===== src/rtl/pc_unit.sv =====
// Program-counter stage: sequences start/halt, steps the instruction address,
// and redirects it through a loadable branch-target LUT when the ALU takes a branch.
module pc_unit #(
  parameter int PC_W       = 10,
  parameter int LUT_AW     = 5,
  parameter int START_ADDR = 0
) (
  input  logic              Clk,
  input  logic              reset,
  input  logic              start,
  input  logic              halt,
  input  logic              branch,
  input  logic              abs_jump,
  input  logic [LUT_AW-1:0] target_idx,
  input  logic              lut_we,
  input  logic [LUT_AW-1:0] lut_waddr,
  input  logic [PC_W-1:0]   lut_wdata,
  output logic [PC_W-1:0]   prog_addr,
  output logic              run,
  output logic              done,
  output logic [15:0]       cycle_count
);

  typedef enum logic [1:0] {IDLE, RUN, DONE} state_t;

  localparam int LUT_DEPTH = 2 ** LUT_AW;
  localparam logic [PC_W-1:0] START_PC = PC_W'(START_ADDR);

  state_t          state, state_next;
  logic [PC_W-1:0] pc_next;
  logic [15:0]     count_next;
  logic [PC_W-1:0] lut [LUT_DEPTH];
  logic [PC_W-1:0] lut_entry;

  // Relative entries are two's-complement, so a plain modular add handles negatives.
  assign lut_entry = lut[target_idx];

  always_comb begin
    state_next = state;
    pc_next    = prog_addr;
    count_next = cycle_count;
    unique case (state)
      IDLE, DONE: begin
        if (start) begin
          state_next = RUN;
          pc_next    = START_PC;
          count_next = '0;
        end
      end
      RUN: begin
        if (halt) begin
          state_next = DONE;
        end else if (branch) begin
          pc_next = abs_jump ? lut_entry : prog_addr + lut_entry;
        end else begin
          pc_next = prog_addr + 1'b1;
        end
        if (cycle_count != 16'hFFFF) begin
          count_next = cycle_count + 16'd1;
        end
      end
      default: state_next = IDLE;
    endcase
  end

  always_ff @(posedge Clk or posedge reset) begin
    if (reset) begin
      state       <= IDLE;
      prog_addr   <= START_PC;
      cycle_count <= '0;
    end else begin
      state       <= state_next;
      prog_addr   <= pc_next;
      cycle_count <= count_next;
    end
  end

  // Reads in the writing cycle see the old entry, since the write lands on the edge.
  always_ff @(posedge Clk or posedge reset) begin
    if (reset) begin
      for (int i = 0; i < LUT_DEPTH; i++) begin
        lut[i] <= '0;
      end
    end else if (lut_we) begin
      lut[lut_waddr] <= lut_wdata;
    end
  end

  assign run  = (state == RUN);
  assign done = (state == DONE);

endmodule

===== config.mk =====
export PLATFORM = sky130hd
export DESIGN_NAME = pc_unit
export DESIGN_NICKNAME = d
export VERILOG_FILES = /design/src/rtl/pc_unit.sv
export SDC_FILE = /design/constraint.sdc
export NUM_CORES = 1
export LEC_CHECK = 0
export CORE_MARGIN = 1
export CORE_UTILIZATION = 56
export DETAILED_ROUTE_END_ITERATION = 8
export PLACE_DENSITY_LB_ADDON = 0.08
export SETUP_SLACK_MARGIN = 0.1
export SYNTH_ARGS = -nofsm -noshare
export SYNTH_HDL_FRONTEND = slang
export SYNTH_SLANG_ARGS = --single-unit

===== constraint.sdc =====
create_clock -name Clk -period 11.3 [get_ports Clk]
set_input_delay 1.13 -clock Clk [delete_from_list [all_inputs] [get_ports Clk]]
set_output_delay 1.13 -clock Clk [all_outputs]
set_load 0.05 [all_outputs]

# Word level (Yosys, flattened, before mapping)

Index checks and enable logic that the tools add are counted.

Register bits: 348
Bits in latches: 0
Bits in writable memories: 0
ROM bits: 0
Input port bits: 27
Output and inout bits: 28
Word-level logic and storage cells: 74
Memories kept: 0

Add/subtract/negate cells: 3
Multipliers: 0
Divide/modulo/power cells: 0
Magnitude comparators: 3
Equality and inequality tests: 7
Shift operators: 0
Muxes and demuxes: 17
Bitwise operators: 2
Reduce and logical (&&, ||, !) cells: 7

Operator list:

| operator                                                                      | count |
|---|---|
| 320-bit bitwise mux                                                           | 1 |
| 10-bit two-way mux                                                            | 7 |
| 10-bit binary-select mux with 5-bit select                                    | 1 |
| 10-bit demux with 5-bit select                                                | 1 |
| 16-bit two-way mux                                                            | 2 |
| 16-bit one-hot mux with 2 select lines                                        | 1 |
| 10-bit one-hot mux with 2 select lines                                        | 1 |
| 16-bit by 1-bit adder with 16-bit output (second input constant)              | 1 |
| 16-bit != test (second input constant)                                        | 1 |
| 6-bit >= comparator (second input constant)                                   | 2 |
| 5-bit inverter with 6-bit output                                              | 2 |
| 10-bit by 1-bit adder with 10-bit output (second input constant)              | 1 |
| 10-bit adder                                                                  | 1 |
| 6-bit by 1-bit less-than comparator with 1-bit output (second input constant) | 1 |
| 2-bit != test (second input constant)                                         | 3 |
| 3-bit AND reduction                                                           | 2 |
| 2-bit two-way mux                                                             | 2 |
| 2-bit one-hot mux with 2 select lines                                         | 1 |
| 2-bit by 1-bit == test with 1-bit output (second input constant)              | 1 |
| 2-bit == test (second input constant)                                         | 1 |
| 2-bit zero test                                                               | 1 |
| 2-bit by 1-bit != test with 1-bit output (second input constant)              | 1 |
| 2-bit AND reduction                                                           | 1 |
| 2-bit nonzero test                                                            | 1 |
| other kinds (2)                                                               | 2 |

# Longest topological paths before layout

Gate-level depths: netlist of run 1.

Word-level depth: 9
Mapped depth: 17
Depth with buffers taken out: 14

# Least setup slack after synthesis of run 1

No wires, ideal clock.

Kind: input-to-reg
From: input target_idx[0]
To: register prog_addr[9]
Setup time: 132 ps
Arrival time: 4453 ps
Required time: 11168 ps
Path slack: 6715 ps
Cell stages on the path: 14
Buffers on the path: 2
Path through: buf_2 -> buf_4 -> mux4_2 -> mux2_2 -> nand3_1 -> nand4_1 -> ha_1 -> a211oi_1 -> o21ai_1 -> or4_1 -> a221oi_1 -> mux2i_1 -> xnor2_1 -> o211ai_1

Cells in the longest elaborated chain, start to end: 9

RTL lines:

| item                                                       | RTL line | RTL |
|---|---|---|
| start, declared                                            | 14       | `input logic [LUT_AW-1:0] target_idx,` |
| 5-bit inverter with 6-bit output (not written as such) (*) | 36       | `assign lut_entry = lut[target_idx];` |
| 10-bit binary-select mux with 5-bit select (*)             | 36       |  |
| 10-bit two-way mux (not written as such) (*) (2 in a row)  | 36       |  |
| 10-bit adder                                               | 54       | `pc_next = abs_jump ? lut_entry : prog_addr + lut_entry;` |
| 10-bit two-way mux (*)                                     | 54       |  |
| 10-bit two-way mux (*)                                     | 53       | `end else if (branch) begin` |
| 10-bit two-way mux (*)                                     | 51       | `if (halt) begin` |
| 10-bit one-hot mux with 2 select lines (*)                 | 42       | `unique case (state)` |
| end signal, assigned                                       | 73       | `prog_addr <= pc_next;` |
| end, declared                                              | 18       | `output logic [PC_W-1:0] prog_addr,` |

Mark *: on every way between the ends. The rest lies on a longest branch, timed or not. The select of a mux whose other input is x is not followed.
A chain may end at the register's enable or synchronous reset.

# Worst setup path after layout of run 1

From: input target_idx[1]
To: register prog_addr[9]

The elaborated chain is that of the path after synthesis.

==> impl_metrics.yaml, run 1 <==
outcome:
  status: "completed"
grt:
  grt_usage_pct: 27.4
  grt_pass1_vias: 10274
  grt_max_degree: 178
  grt_pass1_wl_um: 62400
  overflow: 0
  antenna_found_initial: 1
setup_path:
  start_kind: "input pin"
  crit_end: "prog_addr[9]"
  r2r_cells: 12
  critPathKind: "input pin to flop"
  cp-startpoint: "target_idx[1]"
  critPathMaxFanout: 55
  reg2reg_from: "lut[82]"
  worstReg2RegEnd: "prog_addr[9]"
  r2r_slack_ns: 7.62
  crit_path_end_kind: "flop"
  required_ns: 11.69
  worstPathArrival_ns: 5.58
synth:
  synth.distinct_cells: 54
  synth_top_area_share_pct: 52.5
  synth_warnings: 0
  ys_seq_area_share_pct: 52.5
  synth_area_leaders: "dfrtp_1 53%, mux2_2 22%, mux4_2 10%"
  synth_edf_count: 0
  netlist_top_cells_count: "348 x dfrtp_1, 327 x mux2_2, 77 x mux4_2, 50 x nand2_1, 49 x clkbuf_1"
  synth_seq_cells: 348
  synth_most_common_cell: "dfrtp_1"
  yosys.area.top_type: "dfrtp_1"
  synth_ff_type: "dfrtp_1"
  post_synth_inst_count: 1131
  synth_nets: 1170
  syn_area_per_cell_um2: 14.7
  async_flop_share_pct: 100
  mappedNetlistArea_um2: 16600
route:
  first_iter_violations: 608
  drc_errors: 0
  wl_per_cell_um: 25.0
  viasPerCell: 6.24
  drt_wl_total_um: 39400
  vias: 9843
  dr.pass1.iters: 5
  ant_nets: 0
die:
  core-area_um2: 28900
  dieArea_um2: 30300
  num_io_pins: 55
  core.rowCount: 62
  die-height_um: 174
  start_util_pct: 57.3
  die_x_um: 174
cts:
  clock_latency_ns: 0.53
  cts_htree_levels: 2
  clock_path_buffers: 3
  cts_setup_buffers: 0
  cts_tree: "built"
  hold_buffers: 0
  clockRootBuffer: "clkbuf_16"
  cts_num_sinks: 348
  cts.repair.resized: 0
  cts_made_buffers: 38
  path_clk_slew_ns: 0.06
pwr:
  combPwrFrac_pct: 18.5
  powerDensity_nw_per_um2: 188
  pwr-share-seq_pct: 45.8
  p_sw_share_pct: 25.8
  ir_drop_v: 0.000117
  intPower_mw: 2.60
  p_leak_nw: 8.25
  p_switching_mw: 0.905
  power_frac_clock_pct: 35.6
sta:
  hold_violations: 0
  rsz0062_at_grt: "no"
  setup_viol: 0
  maxSlewViolCount: 0
  fin_skew_ns: 0.0178
  fin_setup_tns_ns: 0
  max_slew_margin_pct: 20.5
  fmax_mhz: 193
  fin_crit_sh_pct: 45.9
  fin_crit_ns: 5.19
  hold-worst-slack_ns: 0.485
  worst_pin_slew_ns: 1.19
layout:
  multi_input_area_um2: 7520
  fin_nets: 1208
  fillers: 2118
  postLayoutCoreUtil_pct: 64.5
  drive_gt1_share_pct: 41.4
  antenna_cells: 0
  regArea_um2: 8710
  instances_no_fill: 1578
  area_delta_synth_final_pct: 12.6
hold_path:
  hold_class: "flop to flop"
placement:
  io_buffers: 54
  finalWeightedCongestion: 0.843
  hpwl_um: 23800
  placed_cells: 1513
job:
  drv_cap: 0
-- how the worst min path moves through the flow --
stage,slack [ns],startpoint,cells after the start,end
3_3_place_gp,0.46,lut[77],1,lut[77]
4_1_cts,0.49,lut[77],1,lut[77]
3_5_place_dp,0.47,lut[77],1,lut[77]
2_1_floorplan,0.45,lut[39],1,lut[39]
6_report,0.48,lut[77],1,lut[77]
5_1_grt,0.51,lut[77],1,lut[77]
-- power by group through the flow --
stage                     registers [mW]  logic (mW)  clock network [mW]
after floorplan                     1.62       0.482                   0
after global placement              1.62       0.634                   0
after detailed placement            1.63       0.652                   0
after CTS                           1.61       0.655                1.27
after global routing                1.64       0.705                1.33
final                               1.61       0.650                1.25
-- kinds of logic (layout without fill, tap and decap cells) --
logic type	after synthesis	count (layout)	synth area share (%)
compound gates	70	70	2.69
xor+xnor	14	14	0.740
fa+ha+maj	12	12	0.951
buf+inv	81	144	2.21
flops	348	348	52.5
mux	438	438	36.0
simple gates	168	168	4.92
-- per-layer routing --
| layer | GRT usage [%] | vias to the layer above | wire, µm |
|---|---|---|---|
| met5 | 0 | - | 0 |
| met4 | 7.57 | 0 | 913 |
| met3 | 4.55 | 65 | 1890 |
| met2 | 43.6 | 252 | 18700 |
| met1 | 39.3 | 5208 | 17900 |
| li1 | - | 4318 | - |
-- worst max-delay path, cell delays in order --
cell,delay (ns)
buf_4,0.39
buf_4,0.81
mux4_2,0.60
mux4_2,0.51
mux2_2,0.29
ha_1,0.30
o21ai_0,0.11
o21ai_1,0.11
or4_1,0.44
a221oi_1,0.32
mux2i_1,0.26
xnor2_1,0.13
o211ai_1,0.09
-- cell type report --
| type | instances | area share (%) |
|---|---|---|
| Sequential cell | 348 | 46.6 |
| Multi-Input combinational cell | 702 | 40.3 |
| Clock buffer | 53 | 6.01 |
| Timing Repair Buffer | 66 | 3.39 |
| Tap cell | 384 | 2.57 |
| Clock inverter | 12 | 0.777 |
| Inverter | 13 | 0.302 |
-- state kept, by name, summed over array words and instances (netlist names) --
signal / flops
cycle_count: 16
state: 2
lut: 320
prog_addr: 10
-- placed cells by master, fill, tap and decap left out, drive strengths merged, types with 5 or more instances in the layout --
| cell type | Yosys | routed |
|---|---|---|
| nor3b | 7 | 7 |
| nand3 | 14 | 14 |
| mux2 | 330 | 330 |
| buf | 19 | 15 |
| clkbuf | 49 | 53 |
| a21oi | 16 | 16 |
| xor2 | 7 | 7 |
| ha | 11 | 11 |
| nor3 | 6 | 6 |
| inv | 12 | 12 |
| nand4 | 9 | 9 |
| nor2b | 8 | 8 |
| o21ai | 17 | 17 |
| xnor2 | 7 | 7 |
| nand2 | 50 | 50 |
| clkinv | 1 | 6 |
| nor2 | 50 | 50 |
| mux4 | 89 | 89 |
| a31oi | 8 | 8 |
| clkdlybuf4s50 | 0 | 51 |
| mux2i | 19 | 19 |
| dfrtp | 348 | 348 |
| a211oi | 5 | 5 |
-- metrics by stage --
stage | worst slack (ns) | area [µm²] | power (mW)
detailed placement | 5.52 | 17400 | 2.28
finish | 6.11 | 18700 | 3.51
global route | 5.87 | 18700 | 3.68
CTS | 6.06 | 18700 | 3.54
global placement | 5.60 | 17400 | 2.25
floorplan | 0.520 | 16600 | 2.10
(Power assumes the default switching activity.)
==> run 2, diff against run 1 <==
--- a/config.mk
+++ b/config.mk
@@ -6,7 +6,7 @@
 export NUM_CORES = 1
 export LEC_CHECK = 0
 export CORE_MARGIN = 1
-export CORE_UTILIZATION = 56
+export CORE_UTILIZATION = 62
 export DETAILED_ROUTE_END_ITERATION = 8
 export PLACE_DENSITY_LB_ADDON = 0.08
 export SETUP_SLACK_MARGIN = 0.1
==> constraint.sdc (replaced) <==
create_clock -name Clk -period 5.29 [get_ports Clk]
set_input_delay 0.529 -clock Clk [delete_from_list [all_inputs] [get_ports Clk]]
set_output_delay 0.529 -clock Clk [all_outputs]
set_load 0.05 [all_outputs]
==> impl_metrics.yaml, run 2 (same netlist as run 1, synthesis figures left out) <==
route:
  ant_nets: 0
  dr.pass1.iters: 7
  vias: 10024
  first_iter_violations: 729
  highest_layer: "met5"
  viasPerCell: 6.50
  met1_length_um: 17700
  drt_wl_total_um: 38900
  drc_errors: 16
  wl_met2_um: 18000
  wl_per_cell_um: 25.2
  wl_met3_um: 2420
layout:
  final_common_cell: "dfrtp_1"
  fillers: 1746
  drive_gt1_share_pct: 41.5
  fin_nets: 1222
  biggestRegsByFlops: "lut (320), cycle_count (16), prog_addr (10)"
  instances_no_fill: 1541
  largest_register: "lut"
  antenna_cells: 0
  area_delta_synth_final_pct: 12.9
  largest_register_ffs: 320
  mostFrequentLayoutCells: "348 x dfrtp_1, 327 x mux2_2, 77 x mux4_2, 51 x clkdlybuf4s50_1, 50 x nand2_1"
setup_path:
  crit_path_end_kind: "flop"
  slowest_stage: "mux4_1"
  start_kind: "input pin"
  critPathKind: "input pin to flop"
  cp.buffers_inverters: 2
  crit_top_cell: "buf_4"
  crit_chain: "buf_4, buf_4, mux4_1, mux4_2, mux2_2, ha_1, or4_1, a221oi_1, mux2i_1, xnor2_1, o211ai_1"
  worstPathArrival_ns: 4.43
  critPathMaxFanout: 34
  slowest_delay_ns: 0.59
  required_ns: 5.68
  crit_family: "multiplexers"
cts:
  hold_buffers: 0
  cts.repair.resized: 0
  cts_setup_buffers: 0
  cts_num_sinks: 348
  clock_latency_ns: 0.53
  clockRootBuffer: "clkbuf_16"
  cts_tree: "built"
  clock_path_buffers: 3
  cts_htree_levels: 2
  path_clk_slew_ns: 0.06
  cts_made_buffers: 38
sta:
  fmax_mhz: 247
  fin_crit_ns: 4.05
  fin_setup_tns_ns: 0
  fin_skew_ns: 0.0145
  max_slew_margin_pct: 13.8
  rsz0062_at_grt: "no"
  hold_violations: 0
  maxSlewViolCount: 0
  setup_viol: 0
  fin_crit_sh_pct: 76.5
  worst_pin_slew_ns: 1.29
hold_path:
  hold_class: "flop to flop"
grt:
  grt_usage_pct: 30.1
  grt_pass1_vias: 10013
  grt_pass1_wl_um: 60400
  overflow: 0
  antenna_found_initial: 1
  grt_max_degree: 79
outcome:
  status: "finished, violations left"
  violations: "DRC"
pwr:
  p_leak_nw: 8.34
  powerDensity_nw_per_um2: 402
  power_mw: 7.52
  ir_drop_v: 0.000314
die:
  core-area_um2: 26100
  num_io_pins: 55
  die_x_um: 166
  dieArea_um2: 27400
  core.rowCount: 59
  die-height_um: 166
  start_util_pct: 63.4
placement:
  placed_cells: 1478
  hpwl_um: 25100
  io_buffers: 54
  finalWeightedCongestion: 0.881
job:
  drv_cap: 0
[run 2: changes by cell type in the layout (fill, tap and decap cells not counted), sizes merged]
cell	change
buf	+14
clkinv	+3
clkinvlp	-2
clkbuf	-3
[run 2: final timing paths]
| path | startpoint | endpoint | slack, ns | cells past startpoint |
|---|---|---|---|---|
| max in group asynchronous | reset | lut[50] | 3.56 | 3 |
| max | target_idx[0] | prog_addr[9] | 1.24 | 11 |
| min | lut[39] | lut[39] | 0.49 | 1 |
| min reg2reg | lut[39] | lut[39] | 0.49 | 1 |
| max reg2reg | lut[3] | prog_addr[9] | 1.55 | 11 |
| min in group asynchronous | reset | lut[290] | 0.55 | 2 |
[run 2: area by class of cell]
type,count,area (µm²),share of cell area [%]
Multi-Input combinational cell,702,7500,40.1
Inverter,13,52.6,0.281
Timing Repair Buffer,80,801,4.28
Clock buffer,50,1090,5.81
Clock inverter,13,146,0.782
Tap cell,335,419,2.24
Sequential cell,348,8710,46.5
[run 2: routing by layer]
metal  GRT usage, %  vias up
li1               -     4340
met1           45.5     5307
met2           45.1      307
met3           5.37       68
met4           8.02        2
met5              0        -
[run 2: per-stage QoR]
stage	setup slack [ns]	instance area (µm²)	hold WS [ns]	utilization, %
after detailed placement	0.721	17500	0.480	66.9
after floorplan	0.103	16600	0.453	-
after global placement	0.783	17500	0.474	66.9
final	1.24	18700	0.489	71.6
after global routing	1.04	18700	0.503	71.6
after CTS	1.23	18700	0.493	71.6
[run 2: power by group]
group,switching (mW),leakage [nW],internal (mW),total (mW)
clock,1.05,0.614,1.58,2.64
combinational,0.647,3.25,0.788,1.43
sequential,0.281,4.47,3.17,3.45
total,1.98,8.34,5.54,7.52
